===== src/rtl/debug_request_sequencer.sv =====
// Walks the debug controllers in ID order, buffers each controller's burst of frames
// and forwards the burst to the TX framer over a valid/ready handshake.
module debug_request_sequencer #(
  parameter int         NB_CONTROL_FRAME = 32,
  parameter int         N_CONTROLLERS    = 4,
  parameter logic [5:0] FIRST_ID         = 6'b000000,
  parameter logic [5:0] IDLE_ID          = 6'b111111,
  parameter int         BUF_DEPTH        = 4,
  parameter int         TIMEOUT          = 16
) (
  input  logic                        i_clock,
  input  logic                        i_reset,
  input  logic                        i_dump_start,
  input  logic                        i_writing,
  input  logic [NB_CONTROL_FRAME-1:0] i_frame,
  input  logic                        i_tx_ready,
  output logic [5:0]                  o_request_select,
  output logic [NB_CONTROL_FRAME-1:0] o_tx_data,
  output logic                        o_tx_valid,
  output logic                        o_busy,
  output logic                        o_done,
  output logic                        o_timeout_flag,
  output logic                        o_overflow_flag
);

  localparam int PW = $clog2(BUF_DEPTH) + 1;
  localparam int AW = (BUF_DEPTH > 1) ? $clog2(BUF_DEPTH) : 1;
  localparam int TW = $clog2(TIMEOUT + 1);
  localparam logic [5:0]    LAST_ID  = 6'(int'(FIRST_ID) + N_CONTROLLERS - 1);
  localparam logic [TW-1:0] TMO_LAST = TW'(TIMEOUT - 1);
  localparam logic [PW-1:0] PTR_FULL = PW'(BUF_DEPTH);

  typedef enum logic [2:0] {
    S_IDLE,
    S_SELECT,
    S_COLLECT,
    S_SEND,
    S_NEXT,
    S_DONE
  } state_t;

  state_t                      state_reg;
  logic [5:0]                  cur_id_reg;
  logic [5:0]                  select_reg;
  logic [PW-1:0]               wr_ptr_reg;
  logic [PW-1:0]               rd_ptr_reg;
  logic [PW-1:0]               rd_next;
  logic [TW-1:0]               tmo_cnt_reg;
  logic [NB_CONTROL_FRAME-1:0] tx_data_reg;
  logic                        tx_valid_reg;
  logic                        busy_reg;
  logic                        done_reg;
  logic                        timeout_flag_reg;
  logic                        overflow_flag_reg;

  logic [NB_CONTROL_FRAME-1:0] buf_mem [BUF_DEPTH];
  logic                        mem_we;
  logic [AW-1:0]               mem_addr;

  assign rd_next = rd_ptr_reg + 1'b1;

  // The first frame of a burst arrives in SELECT and always lands in slot 0.
  always_comb begin
    mem_we   = 1'b0;
    mem_addr = wr_ptr_reg[AW-1:0];
    if (state_reg == S_SELECT && i_writing) begin
      mem_we   = 1'b1;
      mem_addr = '0;
    end else if (state_reg == S_COLLECT && i_writing && wr_ptr_reg != PTR_FULL) begin
      mem_we = 1'b1;
    end
  end

  always_ff @(posedge i_clock) begin
    if (mem_we) begin
      buf_mem[mem_addr] <= i_frame;
    end
  end

  always_ff @(posedge i_clock or negedge i_reset) begin
    if (!i_reset) begin
      state_reg         <= S_IDLE;
      cur_id_reg        <= FIRST_ID;
      select_reg        <= IDLE_ID;
      wr_ptr_reg        <= '0;
      rd_ptr_reg        <= '0;
      tmo_cnt_reg       <= '0;
      tx_data_reg       <= '0;
      tx_valid_reg      <= 1'b0;
      busy_reg          <= 1'b0;
      done_reg          <= 1'b0;
      timeout_flag_reg  <= 1'b0;
      overflow_flag_reg <= 1'b0;
    end else begin
      done_reg <= 1'b0;
      case (state_reg)
        S_IDLE: begin
          if (i_dump_start) begin
            state_reg         <= S_SELECT;
            cur_id_reg        <= FIRST_ID;
            select_reg        <= FIRST_ID;
            busy_reg          <= 1'b1;
            timeout_flag_reg  <= 1'b0;
            overflow_flag_reg <= 1'b0;
            wr_ptr_reg        <= '0;
            rd_ptr_reg        <= '0;
            tmo_cnt_reg       <= '0;
          end
        end
        S_SELECT: begin
          if (i_writing) begin
            state_reg  <= S_COLLECT;
            wr_ptr_reg <= PW'(1);
          end else if (tmo_cnt_reg == TMO_LAST) begin
            timeout_flag_reg <= 1'b1;
            select_reg       <= IDLE_ID;
            state_reg        <= S_NEXT;
          end else begin
            tmo_cnt_reg <= tmo_cnt_reg + 1'b1;
          end
        end
        S_COLLECT: begin
          if (i_writing) begin
            if (wr_ptr_reg == PTR_FULL) begin
              overflow_flag_reg <= 1'b1;
            end else begin
              wr_ptr_reg <= wr_ptr_reg + 1'b1;
            end
          end else begin
            state_reg    <= S_SEND;
            select_reg   <= IDLE_ID;
            tx_valid_reg <= 1'b1;
            tx_data_reg  <= buf_mem[rd_ptr_reg[AW-1:0]];
          end
        end
        S_SEND: begin
          // Data holds until accepted; the next slot is fetched on the accepting edge.
          if (i_tx_ready) begin
            if (rd_next == wr_ptr_reg) begin
              tx_valid_reg <= 1'b0;
              state_reg    <= S_NEXT;
            end else begin
              rd_ptr_reg  <= rd_next;
              tx_data_reg <= buf_mem[rd_next[AW-1:0]];
            end
          end
        end
        S_NEXT: begin
          wr_ptr_reg  <= '0;
          rd_ptr_reg  <= '0;
          tmo_cnt_reg <= '0;
          if (cur_id_reg == LAST_ID) begin
            state_reg <= S_DONE;
            done_reg  <= 1'b1;
          end else begin
            cur_id_reg <= cur_id_reg + 6'd1;
            select_reg <= cur_id_reg + 6'd1;
            state_reg  <= S_SELECT;
          end
        end
        S_DONE: begin
          state_reg <= S_IDLE;
          busy_reg  <= 1'b0;
        end
        default: begin
          state_reg <= S_IDLE;
        end
      endcase
    end
  end

  assign o_request_select = select_reg;
  assign o_tx_data        = tx_data_reg;
  assign o_tx_valid       = tx_valid_reg;
  assign o_busy           = busy_reg;
  assign o_done           = done_reg;
  assign o_timeout_flag   = timeout_flag_reg;
  assign o_overflow_flag  = overflow_flag_reg;

endmodule


===== config.mk =====
export PLATFORM = sky130hd
export DESIGN_NAME = debug_request_sequencer
export DESIGN_NICKNAME = d
export VERILOG_FILES = /design/src/rtl/debug_request_sequencer.sv
export SDC_FILE = /design/constraint.sdc
export NUM_CORES = 1
export LEC_CHECK = 0
export ABC_AREA = 1
export CAP_MARGIN = 15
export CORE_UTILIZATION = 55
export DETAILED_ROUTE_END_ITERATION = 6
export PLACE_DENSITY_LB_ADDON = 0.15
export SYNTH_ARGS = -nofsm -noshare
export SYNTH_HDL_FRONTEND = slang
export SYNTH_SLANG_ARGS = --single-unit

===== constraint.sdc =====
create_clock -name i_clock -period 4.6 [get_ports i_clock]
set_clock_uncertainty 0.15 [all_clocks]
set_input_delay 0.69 -clock i_clock [delete_from_list [all_inputs] [get_ports i_clock]]
set_output_delay 0.69 -clock i_clock [all_outputs]
set_load 0.01 [all_outputs]

== Yosys cells after proc, flatten, opt, wreduce, memory -nomap -nowiden ==
Memories as Yosys holds them, arrays and structs flattened.
Index checks and enable logic that the tools add are counted.

* RAM bits: 128
* Memories: 1
* Output and inout port bits: 43
* Bits of input ports: 37
* Logic and storage cells: 115
* Register bits: 63

* Equality and inequality tests: 24
* Muxes and demuxes: 51
* $add $sub $neg: 4
* Reduce and logical (&&, ||, !) cells: 23

{| class="wikitable"
|+ Memories
! memory !! words !! bits a word !! read ports !! clocked after Yosys merged registers in !! write ports !! RTL line !! RTL
|-
| buf_mem || 4 || 32 || 2 || 0 || 1 || 56 || <nowiki>logic [NB_CONTROL_FRAME-1:0] buf_mem [BUF_DEPTH];</nowiki>
|}

{| class="wikitable"
|+ Operators by type and width
! operator !! count
|-
| 2-to-1 mux 32 bit || 3
|-
| case mux 32 bit (2 select lines) || 1
|-
| 2-to-1 mux 3 bit || 13
|-
| 2-to-1 mux 6 bit || 5
|-
| case mux 6 bit (4 select lines) || 1
|-
| AND reduction 4 bit || 6
|-
| != test 2 bit (second input constant) || 11
|-
| 2-to-1 mux 1 bit || 15
|-
| 2-to-1 mux 5 bit || 3
|-
| case mux 3 bit (5 select lines) || 1
|-
| case mux 5 bit (3 select lines) || 1
|-
| case mux 3 bit (4 select lines) || 1
|-
| case mux 6 bit (2 select lines) || 1
|-
| AND reduction 5 bit || 2
|-
| nonzero test 2 bit || 5
|-
| equality test 3 bit (second input constant) || 3
|-
| case mux 3 bit (3 select lines) || 1
|-
| case mux 1 bit (2 select lines) || 4
|-
| adder 3 x 1 -> 3 bit (second input constant) || 2
|-
| adder 6 x 1 -> 6 bit (second input constant) || 1
|-
| equality test 3 x 2 -> 1 bit (second input constant) || 2
|-
| equality test 6 x 2 -> 1 bit (second input constant) || 1
|-
| AND reduction 6 bit || 1
|-
| nonzero test 3 bit || 2
|-
| other kinds (13) || 16
|}

== Logic depth before layout (Yosys ltp) ==
* Word-level depth: 7
* Mapped depth: 12
* Mapped depth without buffers: 11

== Worst setup path before layout ==
No wires, ideal clock.

* Path kind: register to register
* Start: reg state_reg[2]
* End: mem buf_mem[2][0], enable pin
* Arrival time: 3.276 ns
* Stages on the path, launching flop included: 8
* Clock period less this slack: 3.888 ns
* Setup time: 0.461 ns
* Buffers on the path: 0
* Slack: 0.712 ns
* Required time: 3.989 ns
* Cells stage by stage: dfrtp_1 -> inv_2 -> nand3_1 -> inv_1 -> nand2_1 -> o21ai_0 -> inv_1 -> nor3_1

* Longest elaborated chain between the ends: 7
* Elaborated cells between the ends (all ways): 10
* Those cells by class: 2 x eq/ne; 5 x mux; 3 x reduce/logical

{| class="wikitable"
|+ RTL lines
! item !! RTL line !! RTL
|-
| start: declaration || 42 || <nowiki>state_t state_reg;</nowiki>
|-
| start signal: assignment || 82 || <nowiki>state_reg <= S_IDLE;</nowiki>
|-
| start signal: assignment || 99 || <nowiki>state_reg <= S_SELECT;</nowiki>
|-
| start signal: assignment || 112 || <nowiki>state_reg <= S_COLLECT;</nowiki>
|-
| equality test 3 x 2 -> 1 bit || 69 || <nowiki>end else if (state_reg == S_COLLECT && i_writing && wr_ptr_reg != PTR_FULL) begin</nowiki>
|-
| logical AND 1 bit (2 in a row) || 69 ||
|-
| 2-to-1 mux 1 bit || 69 ||
|-
| 2-to-1 mux 1 bit || 66 || <nowiki>if (state_reg == S_SELECT && i_writing) begin</nowiki>
|-
| 2-to-1 mux 1 bit || 75 || <nowiki>if (mem_we) begin</nowiki>
|-
| 2-to-1 mux 1 bit (implied by the code) || 76 || <nowiki>buf_mem[mem_addr] <= i_frame;</nowiki>
|-
| end: declaration || 56 ||
|}

Several ways; a longest one is shown, not always the timed one.

== Worst setup path after layout ==
* Start: reg state_reg[2]
* End: reg tx_data_reg[22] (netlist: o_tx_data[22])

* Longest elaborated chain between the ends: 3
* Elaborated cells between the ends (all ways): 8
* Those cells by class: 5 x eq/ne; 1 x mux; 2 x reduce/logical

{| class="wikitable"
|+ RTL lines
! item !! RTL line !! RTL
|-
| equality test 3 x 2 -> 1 bit || 96 || <nowiki>case (state_reg)</nowiki>
|-
| != test 2 bit (no source line) / nonzero test 2 bit (equally long branches) || -- ||
|-
| AND reduction 4 bit (no source line) || -- ||
|-
| end signal: assignment || 133 || <nowiki>tx_data_reg <= buf_mem[rd_ptr_reg[AW-1:0]];</nowiki>
|-
| end signal: assignment || 144 || <nowiki>tx_data_reg <= buf_mem[rd_next[AW-1:0]];</nowiki>
|-
| end: declaration || 49 || <nowiki>logic [NB_CONTROL_FRAME-1:0] tx_data_reg;</nowiki>
|}

Several ways; a longest one is shown, not always the timed one.
A chain may end at the register's enable or synchronous reset.

==> summary.txt <==
ROUTING
------------------------------------------------------------------------------
Via/cell ratio ..................................................         5.48
Post-detailed-route count of antenna-violating nets .............            0
Detailed-route wire length per cell .............................      15.3 µm
Initial drt markers .............................................          554
Initial DRT Pass Iterations .....................................            4
Total Wirelength ................................................      19.6 mm
Number of vias after detailed routing ...........................         7024
Remaining routing DRC violations ................................            0

LAYOUT
------------------------------------------------------------------------------
Most common cell after layout, fill and taps aside .............. sky130_fd_sc_hd__nand2_1
Top reg by flops ................................................      buf_mem
Count of antenna diodes in the layout ...........................            0
Flip-flop count of the largest register after layout ............          128
Fill cell count .................................................         1312
Fraction of layout cells with a size suffix above 1 .............       0.0666
Area added between synthesis and finish .........................        17.3%
Commonest non-fill, non-tap cells in the layout ................. sky130_fd_sc_hd__nand2_1, sky130_fd_sc_hd__nand3_1, sky130_fd_sc_hd__edfxtp_1
Count of nets after finishing ...................................         1096
Final cell count without fillers ................................         1282
Final standard cell area without fillers ........................   0.0107 mm²

GLOBAL ROUTE
------------------------------------------------------------------------------
Total global-route track usage ..................................        0.245
First-pass GRT wire length ......................................      31.6 mm
Total congestion overflow .......................................            0
Maximum number of pins on one net before global-route repair ....          130
Initial antenna violation count .................................            0
Number of global-route vias before repair .......................         6448

CLOCK NETWORK
------------------------------------------------------------------------------
Clock buffer count from CTS .....................................           17
H-tree level count ..............................................            4
Count of cells resized by post-cts repair .......................            0
Clock tree from TritonCTS .......................................         done
Root buffer cell ................................................ sky130_fd_sc_hd__clkbuf_16
Clock Latency Late Sink .........................................       430 ps
Clock Sink Count ................................................          191
Clock transition at the registers of the reported paths .........        70 ps
Hold buffer count at cts ........................................            0
Buffer levels on the longest clock path .........................            2
Count of buffers added by post-CTS timing repair for setup ......            0

STA
------------------------------------------------------------------------------
Max-Slew Margin vs Limit ........................................        0.222
Peak clock frequency supported by timing ........................      335 MHz
Min Clock Period, post-route ....................................      2980 ps
Final TNS setup .................................................         0 ps
Count of final hold-check violations ............................            0
Final number of max-transition violations .......................            0
Final cycle utilization of the critical path ....................        0.648
Worst Tran Pin Value ............................................      1170 ps
RSZ-0062 raised after global routing ............................        false
Final number of setup-violating endpoints .......................            0

FLOORPLAN
------------------------------------------------------------------------------
Total core area .................................................   0.0160 mm²
Area enclosed by the die boundary ...............................   0.0170 mm²
Count of pins on the block boundary .............................           80
Initial Utilization .............................................        0.568
Number of standard-cell rows in the floorplan ...................           46
Overall die height ..............................................       131 µm
Die extent in x .................................................       131 µm

PLACED DESIGN
------------------------------------------------------------------------------
Last weighted congestion value of the routability-driven placer .        0.829
Total cell area at the placement stage ..........................   0.0100 mm²
IO buf count ....................................................           79
Detailed placer's ending HPWL ...................................      11.5 mm
Placed Cells ....................................................         1250

SYNTH
------------------------------------------------------------------------------
Mean Syn Cell Area ..............................................     9.09 µm²
Count of mapped cells out of synthesis ..........................          999
Number of flip-flops and latches in the synthesized netlist .....          191
Post-synth design cell area .....................................  0.00908 mm²
Async S/R FF share, synth .......................................        0.330
Synth top area cells ............................................ sky130_fd_sc_hd__edfxtp_1, sky130_fd_sc_hd__dfrtp_1, sky130_fd_sc_hd__nand2_1
Fraction of the yosys area taken by sequential cells ............        0.597
Cell taking the most area after synthesis ....................... sky130_fd_sc_hd__edfxtp_1
Predominant post-synthesis flop cell ............................ sky130_fd_sc_hd__edfxtp_1
Proportion of netlist area held by the largest area contributor .        0.423
EDFF count, synth ...............................................          128
Number of synthesis warnings ....................................            0
Syn nets ........................................................         1042
Post-synthesis cell type count ..................................           32

WORST SETUP PATH
------------------------------------------------------------------------------
Critical Path Sink Type .........................................         flop
Classification of the worst setup path .......................... flop to flop
Crit path launch type ...........................................         flop
Cells along the critical path ................................... inv_2 > nand2_2 > nor2_4 > buf_4 > clkinv_1 > buf_4 > nand3_1 > nand2_1 > nand3_1 > nand2_1
Internal reg-to-reg setup slack .................................      1620 ps
CP peak stage delay .............................................       590 ps
Required arrival time at the worst endpoint .....................      4770 ps
Max Fanout on Critical Path .....................................           25
Endpoint arrival time on the critical path ......................      3150 ps
Slowest library cell on the worst path .......................... sky130_fd_sc_hd__nor2_4

POWER
------------------------------------------------------------------------------
VDD IR-drop max .................................................   0.000332 V
Power density over the cells ....................................   611 mW/mm²
Static Leak .....................................................      4.39 nW

WORST HOLD PATH
------------------------------------------------------------------------------
Path type of the worst min-delay path ........................... primary input to async pin

RUN
------------------------------------------------------------------------------
Max-capacitance violation count .................................            0

OUTCOME
------------------------------------------------------------------------------
Status .......................................................... finished clean

-- cells by family after synthesis --
kind of cell             count (synthesis)  share of synthesized area
adder cells (fa/ha/maj)                  6                    0.00826
buffers and inverters                  153                     0.0662
XOR/XNOR                                 3                    0.00289
AND/OR/NAND/NOR                        425                      0.201
AO/OA/AOI/OAI                          221                      0.124
flip-flops                             191                      0.597
-- through the flow --
stage	utilization	hold WS, ps	worst slack, ps	power, mW
2_1_floorplan	-	244	712	4.14
3_3_place_gp	0.627	305	1570	4.95
3_5_place_dp	0.627	306	1540	4.99
4_1_cts	0.666	152	1640	6.54
5_1_grt	0.666	181	1460	6.98
6_report	0.666	138	1620	6.51
-- cells in the mapped netlist (all sizes together) (2+ instances only) --
cell      n
inv      94
edfxtp  128
a21oi   101
o21a      4
a21boi    2
buf      27
clkbuf   31
nand4     2
ha        6
dfstp     6
nor2     28
xor2      2
dfrtp    57
nand2   243
o21ai   112
nand3   143
nor3      6
-- layout make-up --
type / instances / area, µm² / area share
inverter: 95 / 357 / 0.0335
clock inverter: 14 / 190 / 0.0179
clock buffer: 18 / 429 / 0.0403
tap: 216 / 270 / 0.0254
multi-input combinational: 655 / 3080 / 0.289
timing repair buffer: 93 / 891 / 0.0836
sequential: 191 / 5440 / 0.510
-- routing by layer --
metal,part of all wire,GRT usage
met1,0.44,0.319
met2,0.49,0.413
met3,0.057,0.0428
met4,0.015,0.0879
met5,0,0
-- worst max-delay path: cells and delay by family (launching register included) --
family,cells,cell delay [ps]
buffers and inverters,4,1250
DFF,1,400
and+or+nand+nor,6,1050
-- path summary, 6_finish.rpt --
check                                    start  cells past startpoint                  end
max in group asynchronous              i_reset                      2  o_request_select[4]
min in group i_clock       o_request_select[3]                      2  o_request_select[3]
min                                    i_reset                      1       tmo_cnt_reg[3]
max reg2reg                       state_reg[2]                     10        o_tx_data[22]
min reg2reg                o_request_select[3]                      2  o_request_select[3]
max                               state_reg[2]                     10        o_tx_data[22]
-- report_power, final --
part	internal (mW)	total, mW	leakage [nW]	switching (mW)
combinational	0.951	2.52	2.16	1.56
sequential	2.25	2.46	1.94	0.211
clock	0.908	1.54	0.290	0.627
total	4.11	6.51	4.39	2.40
Power figures use the tool's default switching activity.
